### config.mk
export PLATFORM = sky130hd
export DESIGN_NAME = pwm_channel_core_flat
export DESIGN_NICKNAME = d
export VERILOG_FILES = /design/src/rtl/pwm_timer_pkg.sv /design/src/rtl/pwm_channel_core_if.sv /design/src/rtl/pwm_prescaler.sv /design/src/rtl/pwm_channel_core.sv /design/src/flat_wrapper.sv
export SDC_FILE = /design/constraint.sdc
export NUM_CORES = 1
export LEC_CHECK = 0
export ABC_AREA = 1
export CAP_MARGIN = 20
export CORE_ASPECT_RATIO = 0.7
export CORE_MARGIN = 5
export CORE_UTILIZATION = 53
export CTS_CLUSTER_DIAMETER = 120
export DETAILED_ROUTE_END_ITERATION = 12
export GPL_TIMING_DRIVEN = 0
export HOLD_SLACK_MARGIN = 0.08
export MAX_ROUTING_LAYER = met4
export PLACE_DENSITY = 0.8
export SYNTH_ARGS = -nofsm -noshare
export SYNTH_HDL_FRONTEND = slang
export SYNTH_SLANG_ARGS = --single-unit
### constraint.sdc
create_clock -name i_wb_clk -period 3.7 [get_ports i_wb_clk]
set_input_delay 0.555 -clock i_wb_clk [delete_from_list [all_inputs] [get_ports i_wb_clk]]
set_output_delay 0.555 -clock i_wb_clk [all_outputs]
set_load 0.02 [all_outputs]
### src/rtl/pwm_timer_pkg.sv
// Shared definitions for the PWM/timer block: ctrl bit layout, channel FSM encoding
// and per-channel register offsets used by both the register file and the core.
package pwm_timer_pkg;

  localparam int unsigned CTRL_EN     = 0;
  localparam int unsigned CTRL_MODE   = 1;
  localparam int unsigned CTRL_CONT   = 2;
  localparam int unsigned CTRL_IRQ_EN = 3;
  localparam int unsigned CTRL_POL    = 4;

  localparam logic [1:0] REG_CTRL    = 2'd0;
  localparam logic [1:0] REG_PERIOD  = 2'd1;
  localparam logic [1:0] REG_DIVISOR = 2'd2;
  localparam logic [1:0] REG_DC      = 2'd3;

  typedef enum logic [1:0] {
    ST_IDLE = 2'd0,
    ST_RUN  = 2'd1,
    ST_DONE = 2'd2
  } state_e;

  typedef struct packed {
    logic pol;
    logic irq_en;
    logic cont;
    logic mode;
    logic en;
  } ctrl_t;

  function automatic ctrl_t decode_ctrl(input logic [4:0] raw);
    ctrl_t c;
    c.en     = raw[CTRL_EN];
    c.mode   = raw[CTRL_MODE];
    c.cont   = raw[CTRL_CONT];
    c.irq_en = raw[CTRL_IRQ_EN];
    c.pol    = raw[CTRL_POL];
    return c;
  endfunction

endpackage

### src/rtl/pwm_channel_core_if.sv
// Per-channel connection between the register file (master) and the counting core (slave).
interface pwm_channel_core_if #(
  parameter int unsigned DW = 16
);
  logic [DW-1:0] i_ctrl;
  logic [DW-1:0] i_period;
  logic [DW-1:0] i_divisor;
  logic [DW-1:0] i_dc;
  logic          i_irq_clr;
  logic          o_pwm;
  logic          o_irq;
  logic [DW-1:0] o_cnt;
  logic          o_busy;

  modport master (
    output i_ctrl, i_period, i_divisor, i_dc, i_irq_clr,
    input  o_pwm, o_irq, o_cnt, o_busy
  );

  modport slave (
    input  i_ctrl, i_period, i_divisor, i_dc, i_irq_clr,
    output o_pwm, o_irq, o_cnt, o_busy
  );
endinterface

### src/rtl/pwm_prescaler.sv
// Clock prescaler: emits a one-clock tick every max(divisor,1) clocks while running.
module pwm_prescaler #(
  parameter int unsigned DW = 16
) (
  input  logic          i_wb_clk,
  input  logic          i_wb_rst,
  input  logic [DW-1:0] i_divisor,
  input  logic          i_run,
  output logic          o_tick
);

  logic [DW-1:0] div_cnt_q, div_cnt_d;
  logic [DW-1:0] term;

  // Divisor is read live; >= keeps the period bounded if it shrinks below div_cnt.
  assign term   = (i_divisor == '0) ? '0 : i_divisor - DW'(1);
  assign o_tick = i_run && (div_cnt_q >= term);

  always_comb begin
    div_cnt_d = div_cnt_q + DW'(1);
    if (!i_run || o_tick) begin
      div_cnt_d = '0;
    end
  end

  always_ff @(posedge i_wb_clk or posedge i_wb_rst) begin
    if (i_wb_rst) begin
      div_cnt_q <= '0;
    end else begin
      div_cnt_q <= div_cnt_d;
    end
  end

endmodule

### src/rtl/pwm_channel_core.sv
// Counting engine for one PWM/timer channel: IDLE/RUN/DONE FSM, shadowed period/duty,
// registered PWM output and sticky wrap interrupt.
module pwm_channel_core
  import pwm_timer_pkg::*;
#(
  parameter int unsigned DW = 16
) (
  input logic               i_wb_clk,
  input logic               i_wb_rst,
  pwm_channel_core_if.slave bus
);

  state_e        state_q, state_d;
  logic [DW-1:0] cnt_q, cnt_d;
  logic [DW-1:0] period_sh_q, period_sh_d;
  logic [DW-1:0] dc_sh_q, dc_sh_d;
  logic          pwm_q, pwm_d;
  logic          irq_q, irq_d;
  logic          tick;
  logic          wrap;
  logic          act;
  logic          run;
  ctrl_t         ctrl;
  logic          unused_ctrl_bits;

  assign ctrl             = decode_ctrl(bus.i_ctrl[4:0]);
  assign unused_ctrl_bits = ^bus.i_ctrl[DW-1:5];

  // Prescaler only runs while staying in RUN, so it clears on the disabling edge.
  assign run = (state_q == ST_RUN) && ctrl.en;

  pwm_prescaler #(
    .DW (DW)
  ) u_prescaler (
    .i_wb_clk  (i_wb_clk),
    .i_wb_rst  (i_wb_rst),
    .i_divisor (bus.i_divisor),
    .i_run     (run),
    .o_tick    (tick)
  );

  always_comb begin
    state_d     = state_q;
    cnt_d       = cnt_q;
    period_sh_d = period_sh_q;
    dc_sh_d     = dc_sh_q;
    wrap        = 1'b0;

    unique case (state_q)
      ST_IDLE: begin
        if (ctrl.en) begin
          state_d     = ST_RUN;
          cnt_d       = '0;
          period_sh_d = bus.i_period;
          dc_sh_d     = bus.i_dc;
        end
      end
      ST_RUN: begin
        if (!ctrl.en) begin
          state_d = ST_IDLE;
          cnt_d   = '0;
        end else if (tick && (period_sh_q != '0)) begin
          if (cnt_q == period_sh_q - DW'(1)) begin
            wrap        = 1'b1;
            cnt_d       = '0;
            period_sh_d = bus.i_period;
            dc_sh_d     = bus.i_dc;
            if (!ctrl.cont) begin
              state_d = ST_DONE;
            end
          end else begin
            cnt_d = cnt_q + DW'(1);
          end
        end
      end
      ST_DONE: begin
        if (!ctrl.en) begin
          state_d = ST_IDLE;
        end
      end
      default: begin
        state_d = ST_IDLE;
        cnt_d   = '0;
      end
    endcase
  end

  always_comb begin
    irq_d = irq_q;
    // Set wins over a simultaneous clear.
    if (wrap && ctrl.irq_en) begin
      irq_d = 1'b1;
    end else if (bus.i_irq_clr) begin
      irq_d = 1'b0;
    end
  end

  assign act   = ctrl.mode && (state_q == ST_RUN) && (cnt_q < dc_sh_q);
  assign pwm_d = act ^ ctrl.pol;

  always_ff @(posedge i_wb_clk or posedge i_wb_rst) begin
    if (i_wb_rst) begin
      state_q     <= ST_IDLE;
      cnt_q       <= '0;
      period_sh_q <= '0;
      dc_sh_q     <= '0;
      pwm_q       <= 1'b0;
      irq_q       <= 1'b0;
    end else begin
      state_q     <= state_d;
      cnt_q       <= cnt_d;
      period_sh_q <= period_sh_d;
      dc_sh_q     <= dc_sh_d;
      pwm_q       <= pwm_d;
      irq_q       <= irq_d;
    end
  end

  assign bus.o_pwm  = pwm_q;
  assign bus.o_irq  = irq_q;
  assign bus.o_cnt  = cnt_q;
  assign bus.o_busy = (state_q == ST_RUN);

endmodule

### src/flat_wrapper.sv
// flat-port wrapper written by rule: the top's interface ports become plain ports
module pwm_channel_core_flat import pwm_timer_pkg::*;
#(
  parameter int unsigned DW = 16
)
  (i_wb_clk, i_wb_rst, bus_i_ctrl, bus_i_period, bus_i_divisor, bus_i_dc, bus_i_irq_clr, bus_o_pwm, bus_o_irq, bus_o_cnt, bus_o_busy);
  pwm_channel_core_if #(.DW(DW)) bus_i ();
  input logic i_wb_clk;
  input logic i_wb_rst;
  input wire logic [$bits(bus_i.i_ctrl)-1:0] bus_i_ctrl;
  input wire logic [$bits(bus_i.i_period)-1:0] bus_i_period;
  input wire logic [$bits(bus_i.i_divisor)-1:0] bus_i_divisor;
  input wire logic [$bits(bus_i.i_dc)-1:0] bus_i_dc;
  input wire logic [$bits(bus_i.i_irq_clr)-1:0] bus_i_irq_clr;
  output wire logic [$bits(bus_i.o_pwm)-1:0] bus_o_pwm;
  output wire logic [$bits(bus_i.o_irq)-1:0] bus_o_irq;
  output wire logic [$bits(bus_i.o_cnt)-1:0] bus_o_cnt;
  output wire logic [$bits(bus_i.o_busy)-1:0] bus_o_busy;
  assign bus_i.i_ctrl = bus_i_ctrl;
  assign bus_i.i_period = bus_i_period;
  assign bus_i.i_divisor = bus_i_divisor;
  assign bus_i.i_dc = bus_i_dc;
  assign bus_i.i_irq_clr = bus_i_irq_clr;
  assign bus_o_pwm = bus_i.o_pwm;
  assign bus_o_irq = bus_i.o_irq;
  assign bus_o_cnt = bus_i.o_cnt;
  assign bus_o_busy = bus_i.o_busy;
  pwm_channel_core #(.DW(DW)) u_core (.i_wb_clk(i_wb_clk), .i_wb_rst(i_wb_rst), .bus(bus_i));
endmodule
==> qor.csv, run 1 <==
stage,metric,value,unit
synthesis,sequential cell area fraction in the yosys report,31.9,%
routing,final WL,15.9,mm
synthesis,Mapped Area,5330,um^2
timing,unrepaired setup endpoints after global routing,yes,
clocking,H-tree levels,3,
power,Net Sw Power,1.65,mW
cells_and_area,share of cells above drive strength 1,9.40,%
floorplanning,core area,9760,um^2
critical_path,arrival time at the worst endpoint,3.74,ns
timing,fin crit share,95.3,%
critical_path,Reg2Reg Depth,15,
routing,total number of vias,5720,
cells_and_area,fin nets,994,
synthesis,top post-synthesis cells by area,"dfrtp_1 32%, nand2_1 18%, ha_1 8.7%",
power,Logic pwr share,46.7,%
synthesis,number of synthesized flops with an enable pin,0,
clocking,CTS clock-pin slew for the worst setup and hold paths,0.05,ns
cells_and_area,"commonest non-fill, non-tap cell in the layout",nand2_1,
power,Sequential Power Share,30.6,%
synthesis,fraction of registers with async set/reset,100,%
critical_path,WP data required,3.92,ns
floorplanning,die span in y,93.9,um
global_route,antenna violations before repair,0,
timing,final setup fails,0,
synthesis,synth unique cells,35,
global_route,Overflow after GRT,0,
routing,drt first-iter violations,756,
cells_and_area,fin util,69.7,%
timing,Slew HR,44.0,%
cells_and_area,antenna diode instance count,0,
floorplanning,Die W,130,um
floorplanning,die area,12200,um^2
critical_path,Crit Path Class,input pin to flop,
global_route,number of global-route vias before repair,5255,
synthesis,Mapped Avg Cell Area,6.70,um^2
routing,number of vias per cell,5.60,
timing,Final Max Slew Viols,0,
synthesis,syn_nets,899,
power,Lkg Pwr,3.50,nW
clocking,CTS Buffer Depth,2,
placement,Placed Cells,997,
timing,clk_skew,0.00548,ns
routing,Residual DRC,0,
critical_path,crit path max fanout,7,
cells_and_area,"Cell Count, Final, Fillers Out",1022,
routing,antenna-violating nets left,0,
synthesis,"area leader, netlist",dfrtp_1,
power,VDD IR max,0.000371,V
routing,WL/cell,15.6,um
worst_hold_path,hold path cells,1,
run_status,outcome,"complete, no violations",
synthesis,"Warnings, synthesis",0,
synthesis,Main synth FF type,dfrtp_1,
global_route,first-pass GRT wire length,25.6,mm
synthesis,register bit total from synthesis,68,
placement,GPL Wtd Cong,0.948,
synthesis,post-synth top area share,31.9,%
timing,Final Hold Fails,0,
global_route,largest net degree at the start of global routing,69,
critical_path,nature of the critical path endpoint,flop,
timing,minimum clock period,3.53,ns
power,sw frac,43.4,%
floorplanning,# rows,30,
power,Pint,2.15,mW
routing,TritonRoute pass-1 iters,9,
clocking,root buf cell,clkbuf_16,
timing,Hold WS,0.461,ns
clocking,CTS tree,built,
power,Power Density,560,nW/um^2
floorplanning,# IOs,86,
cells_and_area,most frequent cells in the layout,"244 x nand2_1, 102 x inv_1, 87 x nand3_1, 82 x nor2_1",
floorplanning,Initial Utilization,54.6,%
cells_and_area,Area Growth Syn to Fin,27.6,%
worst_hold_path,min-delay worst type,flop to flop,
clocking,CTS Sinks,68,
flow_run,Max-cap violations,0,
synthesis,Post-Syn Instances,795,
placement,Port Buffers,74,
clocking,"Clk Latency, worst-skew pair",0.33,ns
critical_path,Worst setup SP type,input pin,
placement,post-DP HPWL,12.0,mm
timing,fmax,284,MHz
clocking,Num CTS Buffers,9,
timing,slew at the pin closest to its max-slew limit,0.840,ns
power,share of total power in the clock network,22.7,%
global_route,global-route usage over all layers,27.2,%
power,total power,3.80,mW
## what timing repair did
item	4_1_cts	5_1_grt
resized for setup	17	33
buffers inserted	3	6
hold buffers	0	0
setup endpoints to repair	60	66
endpoints found under the hold margin	0	0
cloned	0	1
pin swaps	4	9
## flip-flops by register name, summed over array words and instances, names as in the netlist
name / count
u_core.u_prescaler.div_cnt_q: 16
u_core.bus.o_cnt: 16
u_core.bus.o_irq: 1
u_core.state_q: 2
u_core.period_sh_q: 16
u_core.dc_sh_q: 16
u_core.bus.o_pwm: 1
## path summary, 6_finish.rpt
| path | startpoint | end | slack [ns] |
|---|---|---|---|
| worst max-delay path | bus_i_divisor[7] | u_core.dc_sh_q[0] | 0.17 |
| worst max register to register | u_core.period_sh_q[0] | u_core.dc_sh_q[0] | 0.97 |
| worst min-delay path | u_core.u_prescaler.div_cnt_q[0] | u_core.u_prescaler.div_cnt_q[0] | 0.46 |
| min in group asynchronous | i_wb_rst | u_core.u_prescaler.div_cnt_q[0] | 0.75 |
| worst min register to register | u_core.u_prescaler.div_cnt_q[0] | u_core.u_prescaler.div_cnt_q[0] | 0.46 |
| max in group asynchronous | i_wb_rst | u_core.bus.o_cnt[10] | 2.40 |
## kinds of logic (layout without fill, tap and decap cells)
kind of cell	count (synthesis)	in the layout	synth area share [%]
simple gates	505	505	42.1
buf+inv	124	223	9.48
flops	68	68	31.9
fa+ha+maj	37	37	8.69
compound gates	36	36	3.71
xor+xnor	25	25	4.11
## layout make-up
type	instances	area (um^2)
Buffer	17	120
Tap cell	128	160
Timing Repair Buffer	84	848
Multi-Input combinational cell	603	3260
Clock buffer	12	256
Fill cell	794	2960
Inverter	107	404
Clock inverter	3	46.3
Sequential cell	68	1700
## routing by layer
layer	global-route usage [%]	vias up	part of all wire [%]
li1	-	2734	-
met3	5.57	33	11
met2	40.0	305	44
met4	5.97	0	1.5
met5	-	-	0
met1	39.0	2648	43
## power groups by stage
| stage | Sequential, mW | Clock [mW] | Combinational, mW |
|---|---|---|---|
| 2_1_floorplan | 1.11 | 0 | 1.22 |
| 3_3_place_gp | 1.15 | 0 | 1.57 |
| 3_5_place_dp | 1.17 | 0 | 1.65 |
| 4_1_cts | 1.15 | 0.873 | 1.70 |
| 5_1_grt | 1.18 | 0.904 | 1.99 |
| 6_report | 1.16 | 0.865 | 1.78 |
## worst max-delay path: stages
cell             delay, ns
clkdlybuf4s50_1       0.47
nor2_2                0.14
inv_1                 0.06
nor2_1                0.12
nand2_2               0.09
nor2_2                0.12
a21oi_1               0.06
or3b_2                0.46
ha_1                  0.29
nand2_2               0.11
o21bai_1              0.11
nand2_1               0.07
a21oi_2               0.19
nand3_2               0.11
nand2_2               0.11
inv_1                 0.08
nand3_4               0.15
nand2_8               0.10
clkbuf_16             0.20
nand2_1               0.06
nand2_1               0.06
## stage by stage
step           setup slack, ns  setup TNS, ns  area [um^2]
2_1_floorplan            0.304              0         5330
3_3_place_gp            -0.722         -36.93         6230
3_5_place_dp            -0.800         -42.69         6230
4_1_cts                0.00181              0         6620
5_1_grt                -0.0592          -1.05         6800
6_report                 0.175              0         6800
## synth_stat cells (12+ instances only)
cell and instances:
a21oi_1 20, o21ai_0 12, nand4_1 23, dfrtp_1 68
nand3_1 90, xor2_1 13, nor3_1 14, xnor2_1 12
ha_1 37, inv_1 104, nor2_1 89, nand2_1 249
No activity file was read; power rests on OpenSTA's default activity.
==> inputs of run 2 (changes only) <==
--- a/config.mk
+++ b/config.mk
@@ -9,13 +9,14 @@
 export CAP_MARGIN = 20
 export CORE_ASPECT_RATIO = 0.7
 export CORE_MARGIN = 5
-export CORE_UTILIZATION = 53
+export CORE_UTILIZATION = 45
 export CTS_CLUSTER_DIAMETER = 120
 export DETAILED_ROUTE_END_ITERATION = 12
 export GPL_TIMING_DRIVEN = 0
 export HOLD_SLACK_MARGIN = 0.08
 export MAX_ROUTING_LAYER = met4
-export PLACE_DENSITY = 0.8
+export PLACE_DENSITY = 0.7
 export SYNTH_ARGS = -nofsm -noshare
 export SYNTH_HDL_FRONTEND = slang
 export SYNTH_SLANG_ARGS = --single-unit
+export TNS_END_PERCENT = 10
==> run 2 against run 1 <==
Net effect: utilization is 11 points lower; via count shrank 8.1%; die area up 16%; count of clock-buffer cells in the layout is 1 lower; wire length decreased by 7.3%; hold slack better by 0.0092 ns; sequential share of layout area up 0.079 points; critical path depth is 1 lower.
==> qor.csv, run 2 (same netlist as run 1, synthesis figures left out) <==
stage,metric,value,unit,change
run_status,outcome,"complete, no violations",,
flow_run,Max-cap violations,0,,unchanged
cells_and_area,most frequent cells in the layout,"244 x nand2_1, 101 x inv_1, 88 x nand3_1, 84 x nor2_1, 70 x clkdlybuf4s50_1",,
routing,Met3 Routed Length,1.21,mm,-31%
floorplanning,die area,14200,um^2,+16%
power,total power,3.74,mW,-1.8%
timing,final setup fails,0,,unchanged
clocking,CTS tree,built,,
critical_path,CP Cell Sequence,clkdlybuf4s50_1 > nor2_1 > inv_1 > nor4_2 > nand4_1 > buf_2 > nand2_1 > ha_1 > nand2_2 > o21bai_1 > nand2_1 > a21oi_2 > nand3_2 > nand2_4 > inv_1 > nand3_4 > nand2_4 > buf_8 > nand2_1 > nand2_1,,
routing,Residual DRC,0,,unchanged
routing,max layer used,met4,,
clocking,H-tree levels,3,,unchanged
floorplanning,Die W,140,um,+7.9%
power,Lkg Pwr,3.48,nW,-0.84%
cells_and_area,fin util,58.2,%,-11 points
global_route,largest net degree at the start of global routing,69,,unchanged
global_route,number of global-route vias before repair,4644,,-12%
routing,drt first-iter violations,461,,-39%
timing,minimum clock period,3.52,ns,-0.00827 ns
global_route,first-pass GRT wire length,23.8,mm,-7.2%
global_route,antenna violations before repair,0,,unchanged
routing,total number of vias,5258,,-8.1%
placement,Port Buffers,74,,unchanged
critical_path,CP max stage delay,0.46,ns,about the same
floorplanning,core area,11600,um^2,+19%
worst_hold_path,min-delay worst type,flop to flop,,
critical_path,Worst setup SP type,input pin,,
clocking,"Clk Latency, worst-skew pair",0.34,ns,about the same
placement,post-DP HPWL,11.5,mm,-3.9%
floorplanning,# rows,33,,+10%
critical_path,crit path max fanout,10,,+3
global_route,Overflow after GRT,0,,unchanged
timing,Slew HR,43.3,%,-0.70 points
critical_path,WP data required,3.93,ns,about the same
floorplanning,die span in y,101,um,+7.6%
critical_path,cell mode on critical path,nand2_1,,
routing,antenna-violating nets left,0,,unchanged
routing,TritonRoute pass-1 iters,6,,-3
timing,slew at the pin closest to its max-slew limit,0.850,ns,+0.0104 ns
floorplanning,# IOs,86,,unchanged
timing,clk_skew,0.00818,ns,+0.00270 ns
cells_and_area,share of cells above drive strength 1,9.28,%,-0.11 points
timing,fmax,284,MHz,+0.24%
cells_and_area,fillcell total,1141,,+44%
clocking,CTS clock-pin slew for the worst setup and hold paths,0.06,ns,about the same
timing,fin crit share,95.0,%,-0.22 points
clocking,Num CTS Buffers,9,,unchanged
routing,WL/cell,14.0,um,-9.9%
cells_and_area,Area Growth Syn to Fin,27.2,%,
timing,Final Hold Fails,0,,unchanged
clocking,CTS Sinks,68,,unchanged
clocking,root buf cell,clkbuf_16,,
floorplanning,Initial Utilization,45.8,%,-8.8 points
critical_path,CP max-delay cell,clkdlybuf4s50_1,,
clocking,CTS Buffer Depth,2,,unchanged
routing,number of vias per cell,5.00,,-11%
timing,Final Max Slew Viols,0,,unchanged
routing,met2 wire len,5.51,mm,-21%
critical_path,Crit Path Class,input pin to flop,,
critical_path,arrival time at the worst endpoint,3.74,ns,about the same
critical_path,nature of the critical path endpoint,flop,,
routing,final WL,14.8,mm,-7.3%
power,VDD IR max,0.000355,V,-4.4%
global_route,global-route usage over all layers,21.7,%,-5.6 points
cells_and_area,"commonest non-fill, non-tap cell in the layout",nand2_1,,
cells_and_area,fin nets,993,,-0.10%
power,Power Density,551,nW/um^2,-1.4%
routing,routed length on met1,7.90,mm,+14%
cells_and_area,antenna diode instance count,0,,unchanged
placement,GPL Wtd Cong,0.926,,-2.3%
run 2: per-layer routing:
layer	vias up	GRT usage [%]
li1	2725	-
met1	2336	34.0
met2	180	27.4
met3	17	5.55
met4	0	4.32
met5	-	-
run 2: layout make-up:
cell class,instances,area (um^2),area share [%]
multi-input combinational,603,3230,47.6
sequential,68,1700,25.1
timing repair buffer,83,818,12.1
inverter,107,404,5.96
clock buffer,11,253,3.73
tap,157,196,2.90
buffer,17,118,1.74
clock inverter,5,60.1,0.886
run 2: final timing paths:
kind                                                 startpoint  slack [ns]  cells past startpoint                         endpoint
worst max-delay path                          bus_i_divisor[12]        0.18                     20           u_core.period_sh_q[13]
worst min-delay path            u_core.u_prescaler.div_cnt_q[0]        0.47                      1  u_core.u_prescaler.div_cnt_q[0]
worst max register to register            u_core.period_sh_q[0]        1.11                     14               u_core.dc_sh_q[13]
worst min register to register  u_core.u_prescaler.div_cnt_q[0]        0.47                      1  u_core.u_prescaler.div_cnt_q[0]
max in group asynchronous                              i_wb_rst        2.40                      2             u_core.bus.o_cnt[10]
min in group asynchronous                              i_wb_rst        0.75                      2               u_core.dc_sh_q[13]
run 2: repair_timing:
action | in CTS | in global routing
setup buffers | 5 | 4
resized for setup | 13 | 27
pin swaps | 4 | 7
endpoints found under the setup margin | 60 | 61
hold buffers | 0 | 0
run 2: worst max-delay path: cells and delay by family:
kind	cells	cell delay (ns)
buf+inv	5	1.04
simple gates	12	1.59
fa+ha+maj	1	0.25
compound gates	2	0.30
run 2: stage by stage:
step,setup WS [ns],hold WS [ns],instances,setup TNS (ns),instance area [um^2]
final,0.183,0.470,1051,0,6780
after global placement,-0.813,0.453,1026,-41.54,6270
after global routing,-0.0368,0.482,1051,-0.381,6780
after detailed placement,-0.849,0.462,1026,-43.67,6270
after CTS,0.000783,0.470,1047,0,6670
after floorplan,0.304,0.432,795,0,5330
run 2: power by group:
group | switching (mW) | internal [mW] | leakage (nW)
Combinational | 1.06 | 0.638 | 2.43
Clock | 0.332 | 0.559 | 0.152
Sequential | 0.205 | 0.939 | 0.893
